File: config.mk
export PLATFORM = sky130hd
export DESIGN_NAME = pipelined_csel_adder
export DESIGN_NICKNAME = d
export VERILOG_FILES = /design/src/rtl/adder_pkg.sv /design/src/rtl/csel_block.sv /design/src/rtl/pipelined_csel_adder.sv
export SDC_FILE = /design/constraint.sdc
export NUM_CORES = 1
export LEC_CHECK = 0
export CAP_MARGIN = 10
export CELL_PAD_IN_SITES_DETAIL_PLACEMENT = 1
export CELL_PAD_IN_SITES_GLOBAL_PLACEMENT = 1
export CORE_ASPECT_RATIO = 1.4
export CORE_MARGIN = 5
export CORE_UTILIZATION = 46
export CTS_CLUSTER_DIAMETER = 150
export DETAILED_ROUTE_END_ITERATION = 10
export GPL_TIMING_DRIVEN = 0
export PLACE_DENSITY = 0.87
export SKIP_CTS_REPAIR_TIMING = 1
export SLEW_MARGIN = 0
export SYNTH_ARGS = -nofsm -noshare
export SYNTH_HDL_FRONTEND = slang
export SYNTH_SLANG_ARGS = --single-unit
export TNS_END_PERCENT = 1
File: constraint.sdc
create_clock -name clk -period 3.8 [get_ports clk]
set_clock_uncertainty 0.15 [all_clocks]
set_input_delay 0.57 -clock clk [delete_from_list [all_inputs] [get_ports clk]]
set_output_delay 0.57 -clock clk [all_outputs]
set_load 0.02 [all_outputs]
File: src/rtl/adder_pkg.sv
`default_nettype none
// ============================================================================
// adder_pkg: sizing helpers shared by the carry-select adder family.
// Revision: 1.0
// ============================================================================
package adder_pkg;

    function automatic int num_blk(input int width, input int block);
        return (block > 0) ? width / block : 1;
    endfunction

    function automatic bit geometry_ok(input int width, input int block);
        return (block >= 1) && (width >= block) && ((width % block) == 0);
    endfunction

endpackage
`default_nettype wire

File: src/rtl/csel_block.sv
`default_nettype none
// ============================================================================
// csel_block: one carry-select segment, both carry hypotheses plus select mux.
// Revision: 1.0
// ============================================================================
module csel_block #(
    parameter int BLOCK = 8
) (
    input  logic [BLOCK-1:0] a,
    input  logic [BLOCK-1:0] b,
    input  logic             cin,
    output logic [BLOCK-1:0] sum,
    output logic             cout
);

    logic [BLOCK:0] w_res0;
    logic [BLOCK:0] w_res1;

    assign w_res0 = {1'b0, a} + {1'b0, b};
    assign w_res1 = {1'b0, a} + {1'b0, b} + {{BLOCK{1'b0}}, 1'b1};

    assign {cout, sum} = cin ? w_res1 : w_res0;

endmodule
`default_nettype wire

File: src/rtl/pipelined_csel_adder.sv
`default_nettype none
// ============================================================================
// pipelined_csel_adder: WIDTH-bit add/sub, one carry-select segment per stage.
// Revision: 1.0
// ============================================================================
module pipelined_csel_adder
    import adder_pkg::*;
#(
    parameter int WIDTH = 32,
    parameter int BLOCK = 8
) (
    input  logic             clk,
    input  logic             rst_n,
    input  logic             in_valid,
    output logic             in_ready,
    input  logic [WIDTH-1:0] a,
    input  logic [WIDTH-1:0] b,
    input  logic             cin,
    input  logic             sub,
    output logic             out_valid,
    input  logic             out_ready,
    output logic [WIDTH-1:0] sum,
    output logic             cout,
    output logic             ovf
);

    localparam int NUM_BLK = num_blk(WIDTH, BLOCK);
    localparam int LAST    = NUM_BLK - 1;

    generate
        if (!geometry_ok(WIDTH, BLOCK)) begin : g_bad_geometry
            $error("pipelined_csel_adder: WIDTH must be a positive multiple of BLOCK");
        end
    endgenerate

    logic [NUM_BLK-1:0] r_v;
    logic [NUM_BLK-1:0] r_c;
    logic [NUM_BLK-1:0] r_amsb;
    logic [NUM_BLK-1:0] r_bmsb;
    logic [WIDTH-1:0]   r_sum [NUM_BLK];
    logic [WIDTH-1:0]   r_a   [NUM_BLK];
    logic [WIDTH-1:0]   r_b   [NUM_BLK];

    logic [NUM_BLK-1:0] w_in_v;
    logic [NUM_BLK-1:0] w_in_c;
    logic [NUM_BLK-1:0] w_in_amsb;
    logic [NUM_BLK-1:0] w_in_bmsb;
    logic [WIDTH-1:0]   w_in_a   [NUM_BLK];
    logic [WIDTH-1:0]   w_in_b   [NUM_BLK];
    logic [WIDTH-1:0]   w_in_sum [NUM_BLK];

    logic [BLOCK-1:0]   w_blk_sum [NUM_BLK];
    logic [NUM_BLK-1:0] w_blk_c;
    logic [NUM_BLK-1:0] w_adv;
    logic [WIDTH-1:0]   w_b_eff;

    assign w_b_eff = sub ? ~b : b;

    // Operands travel pre-shifted so every stage consumes its low BLOCK bits.
    always_comb begin
        w_in_v[0]    = in_valid;
        w_in_c[0]    = sub | cin;
        w_in_a[0]    = a;
        w_in_b[0]    = w_b_eff;
        w_in_sum[0]  = '0;
        w_in_amsb[0] = a[WIDTH-1];
        w_in_bmsb[0] = w_b_eff[WIDTH-1];
        for (int k = 1; k < NUM_BLK; k++) begin
            w_in_v[k]    = r_v[k-1];
            w_in_c[k]    = r_c[k-1];
            w_in_a[k]    = r_a[k-1];
            w_in_b[k]    = r_b[k-1];
            w_in_sum[k]  = r_sum[k-1];
            w_in_amsb[k] = r_amsb[k-1];
            w_in_bmsb[k] = r_bmsb[k-1];
        end
    end

    // Unrolled form of adv[k] = !v[k] || adv[k+1]: a stage moves if any slot
    // at or downstream of it is empty, or the consumer is taking a result.
    always_comb begin
        for (int k = 0; k < NUM_BLK; k++) begin
            w_adv[k] = out_ready;
            for (int j = k; j < NUM_BLK; j++) begin
                if (!r_v[j]) begin
                    w_adv[k] = 1'b1;
                end
            end
        end
    end

    generate
        for (genvar k = 0; k < NUM_BLK; k++) begin : g_stage
            csel_block #(
                .BLOCK (BLOCK)
            ) u_csel (
                .a    (w_in_a[k][BLOCK-1:0]),
                .b    (w_in_b[k][BLOCK-1:0]),
                .cin  (w_in_c[k]),
                .sum  (w_blk_sum[k]),
                .cout (w_blk_c[k])
            );
        end
    endgenerate

    always_ff @(posedge clk) begin
        if (!rst_n) begin
            r_v    <= '0;
            r_c    <= '0;
            r_amsb <= '0;
            r_bmsb <= '0;
            for (int k = 0; k < NUM_BLK; k++) begin
                r_sum[k] <= '0;
                r_a[k]   <= '0;
                r_b[k]   <= '0;
            end
        end else begin
            for (int k = 0; k < NUM_BLK; k++) begin
                if (w_adv[k]) begin
                    r_v[k] <= w_in_v[k];
                    // Bubbles leave the data registers untouched.
                    if (w_in_v[k]) begin
                        r_sum[k]  <= w_in_sum[k] | (WIDTH'(w_blk_sum[k]) << (BLOCK * k));
                        r_c[k]    <= w_blk_c[k];
                        r_a[k]    <= w_in_a[k] >> BLOCK;
                        r_b[k]    <= w_in_b[k] >> BLOCK;
                        r_amsb[k] <= w_in_amsb[k];
                        r_bmsb[k] <= w_in_bmsb[k];
                    end
                end
            end
        end
    end

    assign in_ready  = w_adv[0];
    assign out_valid = r_v[LAST];
    assign sum       = r_sum[LAST];
    assign cout      = r_c[LAST];
    assign ovf       = (r_amsb[LAST] == r_bmsb[LAST]) && (r_sum[LAST][WIDTH-1] != r_amsb[LAST]);

endmodule
`default_nettype wire
==> After elaboration in Yosys (flattened, before gate mapping) <==
Memory sizes are Yosys's and may differ from the RTL's.
Index checks and enable logic that the tools add are counted.
{ "op_classes": {"eq_ne": 2, "n_reduce_logical": 5, "addsub": 8, "mux": 44, "bitwise": 17} }
{ "ops": {"columns": ["op", "n"], "rows": [
  ["$mux W24", 8],
  ["$mux W32", 5],
  ["$add A8 B8 Y9", 4],
  ["$add A9 B1 Y9 const B", 4],
  ["$mux W9", 4],
  ["$not A32 Y32", 1],
  ["$or A32 B16 Y32", 1],
  ["$or A32 B24 Y32", 1],
  ["$or A32 B32 Y32", 1],
  ["$mux W1", 27],
  ["$or A1 B1 Y1", 13],
  ["$reduce_and A2 Y1", 4],
  ["$eq A1 B1 Y1", 1],
  ["$logic_and A1 B1 Y1", 1],
  ["$ne A1 B1 Y1", 1]
]} }
{ "totals": {"wordCells": 95, "ram_bits": 320, "regBits": 16, "inputBits": 70, "n_memories": 3} }
{ "mem_list": {"columns": ["memory", "words", "width", "read_ports", "rd_ports_with_merged_regs", "wr", "line_no", "rtl"], "rows": [
  ["r_sum", 4, 32, 4, 0, 4, "pipelined_csel_adder.sv:40", "logic [WIDTH-1:0] r_sum [NUM_BLK];"],
  ["r_a", 4, 24, 3, 0, 4, "pipelined_csel_adder.sv:41", "logic [WIDTH-1:0] r_a [NUM_BLK];"],
  ["r_b", 4, 24, 3, 0, 4, "pipelined_csel_adder.sv:42", "logic [WIDTH-1:0] r_b [NUM_BLK];"]
]} }

==> Depth between registers and ports, before layout <==
{ "depth": {"word_depth": 8, "depth_mapped": 14} }

==> By module <==
From an unflattened synthesis, not the netlist that was laid out.
{ "hier_totals": {"hier_cells": 716, "area_unflattened_um2": 9323.9} }
{ "by_module_without_submodules": {"columns": ["mod", "instances", "area_per_inst_um2", "cells_per_inst"], "rows": [
  ["pipelined_csel_adder", 1, 7347.0, 472],
  ["csel_block", 4, 494.2, 61]
]} }

==> Worst setup path after synthesis <==
Ideal clock, no wire load.
{ "synth_timing": {"path_type": "input -> register", "startpoint": "input port sub", "endpoint": "memory r_sum[0][7] (data pin)", "t_arrival_ps": 3040, "path_stages": 12, "path_buffers": 2, "slack_ps": 344, "required_ps": 3384, "cell_sequence": "buf_2 > buf_1 > xor2_1 > ha_1 > inv_1 > fa_1 > xor2_1 > nor4b_1 > nand3_1 > nand4b_1 > xnor2_1 > nor2_1"} }
{ "synth_lines": {"columns": ["item", "line_no", "rtl"], "rows": [
  ["from (decl)", "pipelined_csel_adder.sv:19", "input logic sub,"],
  ["to (decl)", "pipelined_csel_adder.sv:40", null]
]} }

==> reports/qor.yml <==
status: "completed"
dp_hpwl_um: 15400
avgRoutedWirePerCell_um: 18.4
port_buffers: 104
die_area_um2: 22900
synthCells: 730
clock_sinks: 192
grt_util_all_layers_pct: 18.7
max_freq_mhz: 291
start_util_pct: 46.4
core_area_um2: 19800
hold_ws_ps: 352
grt_start_max_net_pins: 49
dr.first_iter.drc_count: 296
synth-seq-cells: 192
hold_path_class: "reg2reg"
fp-row-count: 61
criticalPathCategory: "in2reg"
ant_nets: 0
ir_drop_uv: 257
viasPerCell: 5.25
finalCriticalPeriod_ps: 3440
stdcell_count: 1121
cp-start-kind: "input port"
leakage_nw: 4.30
ys_seq_area_share_pct: 61.2
routed_wl_um: 20700
synth_fp_nets: 841
slew_violations: 0
antenna_cells: 0
layout.nets: 967
drive_gt1_share_pct: 5.41
p_per_area_nw_per_um2: 450
crit_top_cell: "xor2_1"
synth.distinct_cells: 58
clkTransAtPathRegs_ps: 70
slowest_stage: "nor4b_1"
max-cap-violations: 0
syn_area_um2: 9170
max-slew-margin-rel_pct: 35.6
first_global_vias: 6370
multi_input_area_um2: 3400
die_height_um: 177
ys.flop_type: "edfxtp_1"
clock_tree.root_cell: "clkbuf_16"
grt_pass1_wl_um: 32900
cp.arrival_ps: 3460
cp-end-kind: "flop"
synth_warnings: 0
die_x_um: 129
seqCellArea_um2: 5610
wl_met1_um: 7680
htree_levels: 4
cp_cell_sequence: "buf_2, clkbuf_2, xor2_1, ha_1, inv_1, fa_1, xor2_1, nor4b_1, nand3_1, nand4b_1, xnor2_1, nor2_1"
gp_congestion: 0.783
pin_count: 106
rsz0062_at_grt: "false"
area.growth.synth_to_final_pct: 22.5
synth_top_area_share_pct: 57.7
finalHoldViolCount: 0
setup_tns_ps: 0
path_max_fanout: 10
cts_max_path_buffers: 2
cts-buffers-inserted: 17
clkLatencyLatePin_ps: 440
vias: 5883
max_stage_delay_ps: 500
wl_met2_um: 11600
yosys-top-cells-area: "edfxtp_1, and2_1, ha_1"
cts_tree: "done"
antenna_found_initial: 0
wl_met3_um: 907
cp.required_ps: 3820
synth_edf_count: 176
top_layer: "met4"
fin_crit_sh_pct: 90.6
syn_avg_cell_area_um2: 12.6
setup_viol: 0
yosysTopAreaCell: "edfxtp_1"
worstMarginPinSlew_ps: 964
async_flop_share_pct: 0
dr.pass1.iters: 4
placed_cells: 1088
drc_errors: 0
n_fill_cell: 1960
grt.overflow.total: 0
-- per-layer routing --
metal | up-vias | track usage (%)
li1 | 2830 | -
met1 | 2879 | 19.4
met2 | 137 | 36.0
met3 | 37 | 4.38
met4 | 0 | 6.65
met5 | - | 0
-- logic make-up after synthesis --
family / after synthesis / synth area share, %
AO/OA/AOI/OAI: 85 / 6.53
XOR/XNOR: 79 / 7.55
adder cells (fa/ha/maj): 41 / 5.92
buffers and inverters: 43 / 1.77
flip-flops: 192 / 61.2
multiplexers: 3 / 0.341
AND/OR/NAND/NOR: 287 / 16.7
-- metrics by stage --
stage               utilization, %  worst slack (ps)  cell area (um^2)  total power [mW]
finish                        56.8               359             11200              5.06
global route                  56.8               216             11200              5.25
CTS                           56.6              68.1             11200              5.08
detailed placement            53.5              -379             10600              3.19
global placement              53.2              -186             10500              3.12
floorplan                        -               344              9170              2.93
-- placed cells by master, fill, tap and decap left out, types with 15 or more instances in the layout --
cell             count
clkdlybuf4s50_1    104
nand2_1             30
nor2_1              74
nand3_1             15
and2_1             124
ha_1                37
dfxtp_1             16
xor2_1              31
clkbuf_1            19
a21oi_1             18
edfxtp_1           176
inv_1               18
xnor2_1             48
clkbuf_16           17
-- cell type report --
| cell class | instances | area share [%] |
|---|---|---|
| sequential | 192 | 49.9 |
| multi-input combinational | 495 | 30.3 |
| timing repair buffer | 107 | 9.94 |
| clock buffer | 17 | 3.79 |
| tap | 252 | 2.81 |
| clock inverter | 15 | 1.79 |
| buffer | 23 | 0.791 |
| inverter | 20 | 0.669 |
-- worst max-delay path, delay by kind of cell --
kind | cells | cell delay, ps
AND/OR/NAND/NOR | 4 | 1040
adder cells (fa/ha/maj) | 2 | 590
buffers and inverters | 3 | 640
XOR/XNOR | 3 | 610
-- final timing paths --
check | start | to | slack [ps] | cells past startpoint
max | sub | r_sum[0][7]$_SDFFCE_PN0P_ | 360 | 12
min | r_bmsb[2]$_SDFFE_PN0P_ | r_bmsb[3]$_SDFFE_PN0P_ | 350 | 1
max reg2reg | r_b[0][0]$_SDFFCE_PN0P_ | r_c[1]$_SDFFE_PN0P_ | 840 | 9
min reg2reg | r_bmsb[2]$_SDFFE_PN0P_ | r_bmsb[3]$_SDFFE_PN0P_ | 350 | 1
-- state kept, by name, summed over array words and instances, names as in the netlist --
register  flops
r_c           4
r_v           4
r_b          48
r_sum        80
r_a          48
r_bmsb        4
r_amsb        4
-- report_power, final --
group	switching [mW]	internal, mW
Combinational	0.377	0.298
Sequential	0.0432	2.44
Clock	0.840	1.06
Total	1.26	3.79
-- synth_stat cells (2+ instances only) --
library cell / count
inv_1: 20
and3_1: 6
o21a_1: 6
a21oi_1: 18
nor2b_1: 3
a21o_1: 8
a31oi_1: 2
o21bai_1: 3
edfxtp_1: 176
buf_1: 3
o21ai_1: 5
a21boi_0: 3
nor3_1: 8
xor2_1: 31
or4_1: 3
clkbuf_1: 19
a211oi_1: 4
xnor2_1: 48
ha_1: 37
nand3_1: 15
a21bo_2: 2
fa_1: 4
nand4_1: 5
nor4_1: 2
a22o_1: 6
mux2i_1: 2
o21ai_0: 12
and2_1: 124
nor2_1: 74
nor3b_1: 3
o211ai_1: 6
nand2_1: 30
nand2b_1: 2
dfxtp_1: 16
(Power assumes the default switching activity.)
